<file path="config.mk">
export PLATFORM = sky130hd
export DESIGN_NAME = uart_tx_frame_serializer_flat
export DESIGN_NICKNAME = d
export VERILOG_FILES = /design/src/rtl/uart_pkg.sv /design/src/rtl/uart_tx_frame_serializer_if.sv /design/src/rtl/uart_parity_gen.sv /design/src/rtl/uart_tx_frame_serializer.sv /design/src/flat_wrapper.sv
export SDC_FILE = /design/constraint.sdc
export NUM_CORES = 1
export LEC_CHECK = 0
export ABC_CLOCK_PERIOD_IN_PS = 4019
export CORE_ASPECT_RATIO = 1.25
export CORE_MARGIN = 1
export CORE_UTILIZATION = 31
export DETAILED_ROUTE_END_ITERATION = 7
export PLACE_DENSITY = 0.62
export SLEW_MARGIN = 20
export SYNTH_ARGS = -nofsm -noshare
export SYNTH_HDL_FRONTEND = slang
export SYNTH_SLANG_ARGS = --single-unit
</file>
<file path="constraint.sdc">
create_clock -name CLK -period 4.02 [get_ports CLK]
set_input_delay 1.005 -clock CLK [delete_from_list [all_inputs] [get_ports CLK]]
set_output_delay 1.005 -clock CLK [all_outputs]
set_load 0.01 [all_outputs]
</file>
<file path="src/rtl/uart_pkg.sv">
// uart_pkg: shared UART types, state encoding and DATA_W legality check.
`ifndef UART_DATA_W_OK
`define UART_DATA_W_OK(w) ((w) >= 5 && (w) <= 9)
`endif

package uart_pkg;
  typedef enum logic [2:0] {
    ST_IDLE,
    ST_WAIT,
    ST_START,
    ST_DATA,
    ST_PARITY,
    ST_STOP
  } uart_state_t;
  typedef enum logic {
    PAR_EVEN = 1'b0,
    PAR_ODD  = 1'b1
  } par_mode_t;
endpackage

</file>
<file path="src/rtl/uart_tx_frame_serializer_if.sv">
// uart_tx_frame_serializer_if: word handshake and frame options into the Tx engine.
interface uart_tx_frame_serializer_if #(
  parameter int DATA_W = 8
);
  logic [DATA_W-1:0] P_DATA;
  logic              Valid;
  logic              Ready;
  logic              Par_En;
  logic              Par_Odd;
  logic              Stop2;
  modport master(output P_DATA, Valid, Par_En, Par_Odd, Stop2, input Ready);
  modport slave(input P_DATA, Valid, Par_En, Par_Odd, Stop2, output Ready);
endinterface

</file>
<file path="src/rtl/uart_parity_gen.sv">
// uart_parity_gen: combinational even/odd parity bit over a data word.
module uart_parity_gen #(
  parameter int DATA_W = 8
) (
  input  logic [DATA_W-1:0] i_data,
  input  logic              i_odd,
  output logic              o_par
);
  assign o_par = ^i_data ^ i_odd;
endmodule

</file>
<file path="src/rtl/uart_tx_frame_serializer.sv">
// uart_tx_frame_serializer: UART frame transmitter (start, data LSB-first, parity, 1/2 stop).
module uart_tx_frame_serializer
  import uart_pkg::*;
#(
  parameter int   DATA_W   = 8,
  parameter logic IDLE_LVL = 1'b1
) (
  input  logic CLK,
  input  logic RST,
  input  logic Baud_Tick,
  uart_tx_frame_serializer_if.slave s_if,
  output logic S_DATA,
  output logic Busy,
  output logic Ser_Done
);
  localparam int CW = $clog2(DATA_W);
  localparam logic [CW-1:0] LAST = CW'(DATA_W - 1);
  if (!`UART_DATA_W_OK(DATA_W)) begin : g_bad_data_w
    $error("DATA_W must be in 5..9");
  end
  uart_state_t       r_state, w_state;
  logic [DATA_W-1:0] r_shift, w_shift;
  logic [CW-1:0]     r_bit_cnt, w_bit_cnt;
  logic              r_stop_cnt, w_stop_cnt;
  logic              r_par_en, w_par_en;
  logic              r_par, w_par;
  logic              r_stop2, w_stop2;
  logic              w_sdata, w_done, w_par_bit;
  uart_parity_gen #(.DATA_W(DATA_W)) u_par (
    .i_data(s_if.P_DATA),
    .i_odd (s_if.Par_Odd),
    .o_par (w_par_bit)
  );
  assign s_if.Ready = (r_state == ST_IDLE);
  assign Busy       = (r_state != ST_IDLE);
  always_comb begin
    w_state    = r_state;
    w_shift    = r_shift;
    w_bit_cnt  = r_bit_cnt;
    w_stop_cnt = r_stop_cnt;
    w_par_en   = r_par_en;
    w_par      = r_par;
    w_stop2    = r_stop2;
    w_sdata    = S_DATA;
    w_done     = 1'b0;
    case (r_state)
      ST_IDLE: if (s_if.Valid) begin
        w_state  = ST_WAIT;
        w_shift  = s_if.P_DATA;
        w_par_en = s_if.Par_En;
        w_par    = w_par_bit;
        w_stop2  = s_if.Stop2;
      end
      ST_WAIT: if (Baud_Tick) begin
        w_state = ST_START;
        w_sdata = ~IDLE_LVL;
      end
      ST_START: if (Baud_Tick) begin
        w_state   = ST_DATA;
        w_sdata   = r_shift[0];
        w_shift   = r_shift >> 1;
        w_bit_cnt = '0;
      end
      ST_DATA: if (Baud_Tick) begin
        if (r_bit_cnt == LAST) begin
          w_state    = r_par_en ? ST_PARITY : ST_STOP;
          w_sdata    = r_par_en ? r_par : IDLE_LVL;
          w_stop_cnt = 1'b0;
        end else begin
          w_bit_cnt = r_bit_cnt + 1'b1;
          w_sdata   = r_shift[0];
          w_shift   = r_shift >> 1;
        end
      end
      ST_PARITY: if (Baud_Tick) begin
        w_state    = ST_STOP;
        w_sdata    = IDLE_LVL;
        w_stop_cnt = 1'b0;
      end
      // second stop period only when the latched Stop2 asked for it
      ST_STOP: if (Baud_Tick) begin
        if (r_stop2 && !r_stop_cnt) begin
          w_stop_cnt = 1'b1;
        end else begin
          w_state = ST_IDLE;
          w_done  = 1'b1;
        end
      end
      default: w_state = ST_IDLE;
    endcase
  end
  always_ff @(posedge CLK) begin
    if (!RST) begin
      r_state    <= ST_IDLE;
      r_shift    <= '0;
      r_bit_cnt  <= '0;
      r_stop_cnt <= 1'b0;
      r_par_en   <= 1'b0;
      r_par      <= 1'b0;
      r_stop2    <= 1'b0;
      S_DATA     <= IDLE_LVL;
      Ser_Done   <= 1'b0;
    end else begin
      r_state    <= w_state;
      r_shift    <= w_shift;
      r_bit_cnt  <= w_bit_cnt;
      r_stop_cnt <= w_stop_cnt;
      r_par_en   <= w_par_en;
      r_par      <= w_par;
      r_stop2    <= w_stop2;
      S_DATA     <= w_sdata;
      Ser_Done   <= w_done;
    end
  end
endmodule

</file>
<file path="src/flat_wrapper.sv">
// flat-port wrapper written by rule: the top's interface ports become plain ports
module uart_tx_frame_serializer_flat import uart_pkg::*;
#(
  parameter int   DATA_W   = 8,
  parameter logic IDLE_LVL = 1'b1
)
  (CLK, RST, Baud_Tick, S_DATA, Busy, Ser_Done, s_if_P_DATA, s_if_Valid, s_if_Par_En, s_if_Par_Odd, s_if_Stop2, s_if_Ready);
  uart_tx_frame_serializer_if #(.DATA_W(DATA_W)) s_if_i ();
  input  logic CLK;
  input  logic RST;
  input  logic Baud_Tick;
  output logic S_DATA;
  output logic Busy;
  output logic Ser_Done;
  input wire logic [$bits(s_if_i.P_DATA)-1:0] s_if_P_DATA;
  input wire logic [$bits(s_if_i.Valid)-1:0] s_if_Valid;
  input wire logic [$bits(s_if_i.Par_En)-1:0] s_if_Par_En;
  input wire logic [$bits(s_if_i.Par_Odd)-1:0] s_if_Par_Odd;
  input wire logic [$bits(s_if_i.Stop2)-1:0] s_if_Stop2;
  output wire logic [$bits(s_if_i.Ready)-1:0] s_if_Ready;
  assign s_if_i.P_DATA = s_if_P_DATA;
  assign s_if_i.Valid = s_if_Valid;
  assign s_if_i.Par_En = s_if_Par_En;
  assign s_if_i.Par_Odd = s_if_Par_Odd;
  assign s_if_i.Stop2 = s_if_Stop2;
  assign s_if_Ready = s_if_i.Ready;
  uart_tx_frame_serializer #(.DATA_W(DATA_W), .IDLE_LVL(IDLE_LVL)) u_core (.CLK(CLK), .RST(RST), .Baud_Tick(Baud_Tick), .s_if(s_if_i), .S_DATA(S_DATA), .Busy(Busy), .Ser_Done(Ser_Done));
endmodule
</file>
==> metrics.log <==
INFO  metric run_status = completed
INFO  metric floorplan.initialDensity = 33.3%
INFO  metric buffer_ports.inserted = 18
INFO  metric grt_first_pass_wirelength = 4170 um
INFO  metric ir_worst_vdd = 0.190 mV
INFO  metric cts-buffers-inserted = 3
INFO  metric core.rowCount = 24
INFO  metric synthArstFlopShare = 0%
INFO  metric area_of_combinational_cells_with_multiple_inputs = 716 um^2
INFO  metric tightestPinTransition = 0.627 ns
INFO  metric dp.final_hpwl = 1850 um
INFO  metric flow.area_growth_from_synthesis = 21.0%
INFO  metric regToRegStartpoint = u_core.r_state[1]$_SDFFE_PN0P_
INFO  metric syn_nets = 166
INFO  metric drcViolationCount = 0
INFO  metric postSynthCellCount = 149
INFO  metric final_routed_wirelength = 2450 um
INFO  metric crit_path_end_kind = output pin
INFO  metric globalRouteOverflowTotal = 0
INFO  metric die_y = 71.3 um
INFO  metric yosysTopAreaCell = sky130_fd_sc_hd__dfxtp_1
INFO  metric drt-pass1-iter-count = 4
INFO  metric yosys_register_bits = 20
INFO  metric layout.nets = 181
INFO  metric cts_post_setup_buffers_inserted = 0
INFO  metric clk_root_buffer_cell = sky130_fd_sc_hd__clkbuf_8
INFO  metric min_from = u_core.r_bit_cnt[1]$_SDFFE_PN0P_
INFO  metric synth_largest_type_area_fraction = 33.6%
INFO  metric drv.max_cap_violation_count = 0
INFO  metric setup.worst_path.start_class = flip-flop
INFO  metric maximum_number_of_pins_on_one_net_before_global_route_repair = 20
INFO  metric finalCoreUtilization = 40.3%
INFO  metric synth_flop_cell = sky130_fd_sc_hd__dfxtp_1
INFO  metric ant_nets = 0
INFO  metric final.fill_count = 355
INFO  metric postPlaceCellArea = 0.00137 mm^2
INFO  metric detail_route.iter0.violations = 13
INFO  metric coreArea = 0.00357 mm^2
INFO  metric die_area = 0.00410 mm^2
INFO  metric worstHoldPathType = flip-flop to flip-flop
INFO  metric number_of_antenna_violations_at_the_first_check_in_global_routing = 0
INFO  metric ctsHtreeMaxLevel = 1
INFO  metric timing.setup.critical_path_class = flip-flop to output pin
INFO  metric fin_crit_sh = 68.1%
INFO  metric grt_setup_unrepaired = false
INFO  metric post_cts_resize_count = 0
INFO  metric post_synth.cell_area_avg = 7.99 um^2
INFO  metric final_cell_area = 0.00144 mm^2
INFO  metric timing.critical_path.fanout_max = 16
INFO  metric hold_fix_buffers_cts = 0
INFO  metric route.detailed.vias_per_inst = 5.20
INFO  metric drive_above_1_share = 7.36%
INFO  metric cts.clk_slew.worst_paths = 0.08 ns
INFO  metric detail_route.wl_per_cell = 12.1 um
INFO  metric finalMaxSlewViolations = 0
INFO  metric synth-edff-count = 0
INFO  metric timing.rr.end = u_core.r_shift[7]$_SDFFE_PN0P_
INFO  metric routabilityCongestion = 0.814
INFO  metric worst_clock_skew = 0.00685 ns
INFO  metric yosys.cell_types.count = 40
INFO  metric first_global_vias = 987
INFO  metric crit_arrival = 1.73 ns
INFO  metric horizontal_extent_of_the_die = 57.4 um
INFO  metric finalHoldViolations = 0
INFO  metric whs_endpoint = u_core.r_bit_cnt[1]$_SDFFE_PN0P_
INFO  metric r2r_slack = 2.14 ns
INFO  metric setup_viol = 0
INFO  metric synth.cells.most_frequent = 34 x sky130_fd_sc_hd__nand2_1, 20 x sky130_fd_sc_hd__dfxtp_1, 16 x sky130_fd_sc_hd__nor2_1, 10 x sky130_fd_sc_hd__mux2i_1
INFO  metric timing.final.crit_period = 2.74 ns
INFO  metric cellPowerDensity = 411 mW/mm^2
INFO  metric ys_seq_area_share = 33.6%
INFO  metric pin_count = 19
INFO  metric tritoncts = done
INFO  metric reg2regPathDepth = 5
INFO  metric vias = 1051
INFO  metric post_synth_main_area_contributors = sky130_fd_sc_hd__dfxtp_1 34%, sky130_fd_sc_hd__nand2_1 11%, sky130_fd_sc_hd__mux2i_1 8.4%
INFO  metric fmax = 0.365 GHz
INFO  metric clock-sinks = 20
INFO  metric whs = 0.460 ns
INFO  metric p_leak = 0.583 nW
INFO  metric synthesis.area = 0.00119 mm^2
INFO  metric holdPathStages = 2
INFO  metric antenna_cells = 0
INFO  metric seq_area = 400 um^2
INFO  metric cts-root-to-sink-buffers = 2
INFO  metric yosysMostFrequentCell = sky130_fd_sc_hd__nand2_1
INFO  metric worstSkewPairLatency = 0.26 ns
INFO  metric worst-endpoint-required = 3.01 ns
INFO  metric max_slew_headroom = 58.2%
INFO  metric track_usage = 12.8%
INFO  metric synth.yosys.warnings = 0
INFO  metric fin_tns_setup = 0 ns
[logic make-up after synthesis]
logic type / share of synthesized area (%)
simple gates: 31.6
compound gates: 12.2
flops: 33.6
buf+inv: 6.30
mux: 8.40
xor+xnor: 5.78
fa+ha+maj: 2.10
[registers in the layout (all words and copies together), names as in the netlist]
signal and cells:
u_core.S_DATA 1, u_core.r_par_en 1, u_core.r_stop2 1, u_core.r_state 3, u_core.Ser_Done 1, u_core.r_shift 8
u_core.r_stop_cnt 1, u_core.r_bit_cnt 3, u_core.r_par 1
[cells in the final DEF (no fill, tap or decap), types with 2 or more instances in the layout]
cell	n
sky130_fd_sc_hd__nand2_1	34
sky130_fd_sc_hd__dfxtp_1	20
sky130_fd_sc_hd__clkdlybuf4s50_1	18
sky130_fd_sc_hd__nor2_1	16
sky130_fd_sc_hd__mux2i_1	10
sky130_fd_sc_hd__nand3_1	7
sky130_fd_sc_hd__a21oi_1	7
sky130_fd_sc_hd__xnor2_1	6
sky130_fd_sc_hd__nand2b_1	5
sky130_fd_sc_hd__o21ai_0	4
sky130_fd_sc_hd__nor4_1	3
sky130_fd_sc_hd__clkbuf_8	3
sky130_fd_sc_hd__o22ai_1	2
sky130_fd_sc_hd__or3_1	2
sky130_fd_sc_hd__ha_1	2
[worst max-delay path by stage]
stage | startpoint | end | slack [ns] | cells after the start
final | u_core.r_state[1]$_SDFFE_PN0P_ | Busy | 1.28 | 3
after global routing | u_core.r_state[1]$_SDFFE_PN0P_ | Busy | 1.19 | 3
after CTS | u_core.r_state[1]$_SDFFE_PN0P_ | Busy | 1.29 | 3
after detailed placement | Baud_Tick | u_core.r_shift[2]$_SDFFE_PN0P_ | 1.19 | 6
after global placement | Baud_Tick | u_core.r_shift[1]$_SDFFE_PN0P_ | 1.24 | 6
after floorplan | s_if_P_DATA[4] | u_core.r_par$_SDFFE_PN0P_ | 2.03 | 5
[worst max-delay path, stage by stage (launching register included)]
cell,delay [ns]
sky130_fd_sc_hd__dfxtp_1,0.73
sky130_fd_sc_hd__nor3_4,0.10
sky130_fd_sc_hd__inv_1,0.11
sky130_fd_sc_hd__clkdlybuf4s50_1,0.54
[routing by layer]
| metal | GRT usage (%) | vias up | routed length, um |
|---|---|---|---|
| met1 | 14.1 | 495 | 1060 |
| met3 | 2.35 | 2 | 92 |
| met2 | 23.1 | 16 | 1280 |
| li1 | - | 538 | - |
| met4 | 6.50 | 0 | 19 |
| met5 | 0 | - | 0 |
[area by class of cell]
type                            count  area share (%)
Clock inverter                      1            2.08
Sequential cell                    20            27.8
Multi-Input combinational cell    118            49.7
Timing Repair Buffer               18            12.5
Inverter                            3            1.74
Tap cell                           39            3.39
Clock buffer                        3            2.86
[per-stage QoR]
stage	total power, mW	instances	setup WS (ns)
6_report	0.592	202	1.28
5_1_grt	0.626	202	1.19
4_1_cts	0.597	202	1.29
3_5_place_dp	0.398	198	1.19
3_3_place_gp	0.393	198	1.24
2_1_floorplan	0.353	149	2.03
[report_power, final]
part	switching, mW	total (mW)	internal (mW)
Clock	0.0664	0.199	0.133
Sequential	0.0244	0.242	0.218
Combinational	0.0735	0.151	0.0776
Total	0.164	0.592	0.428
(Power assumes the default switching activity.)
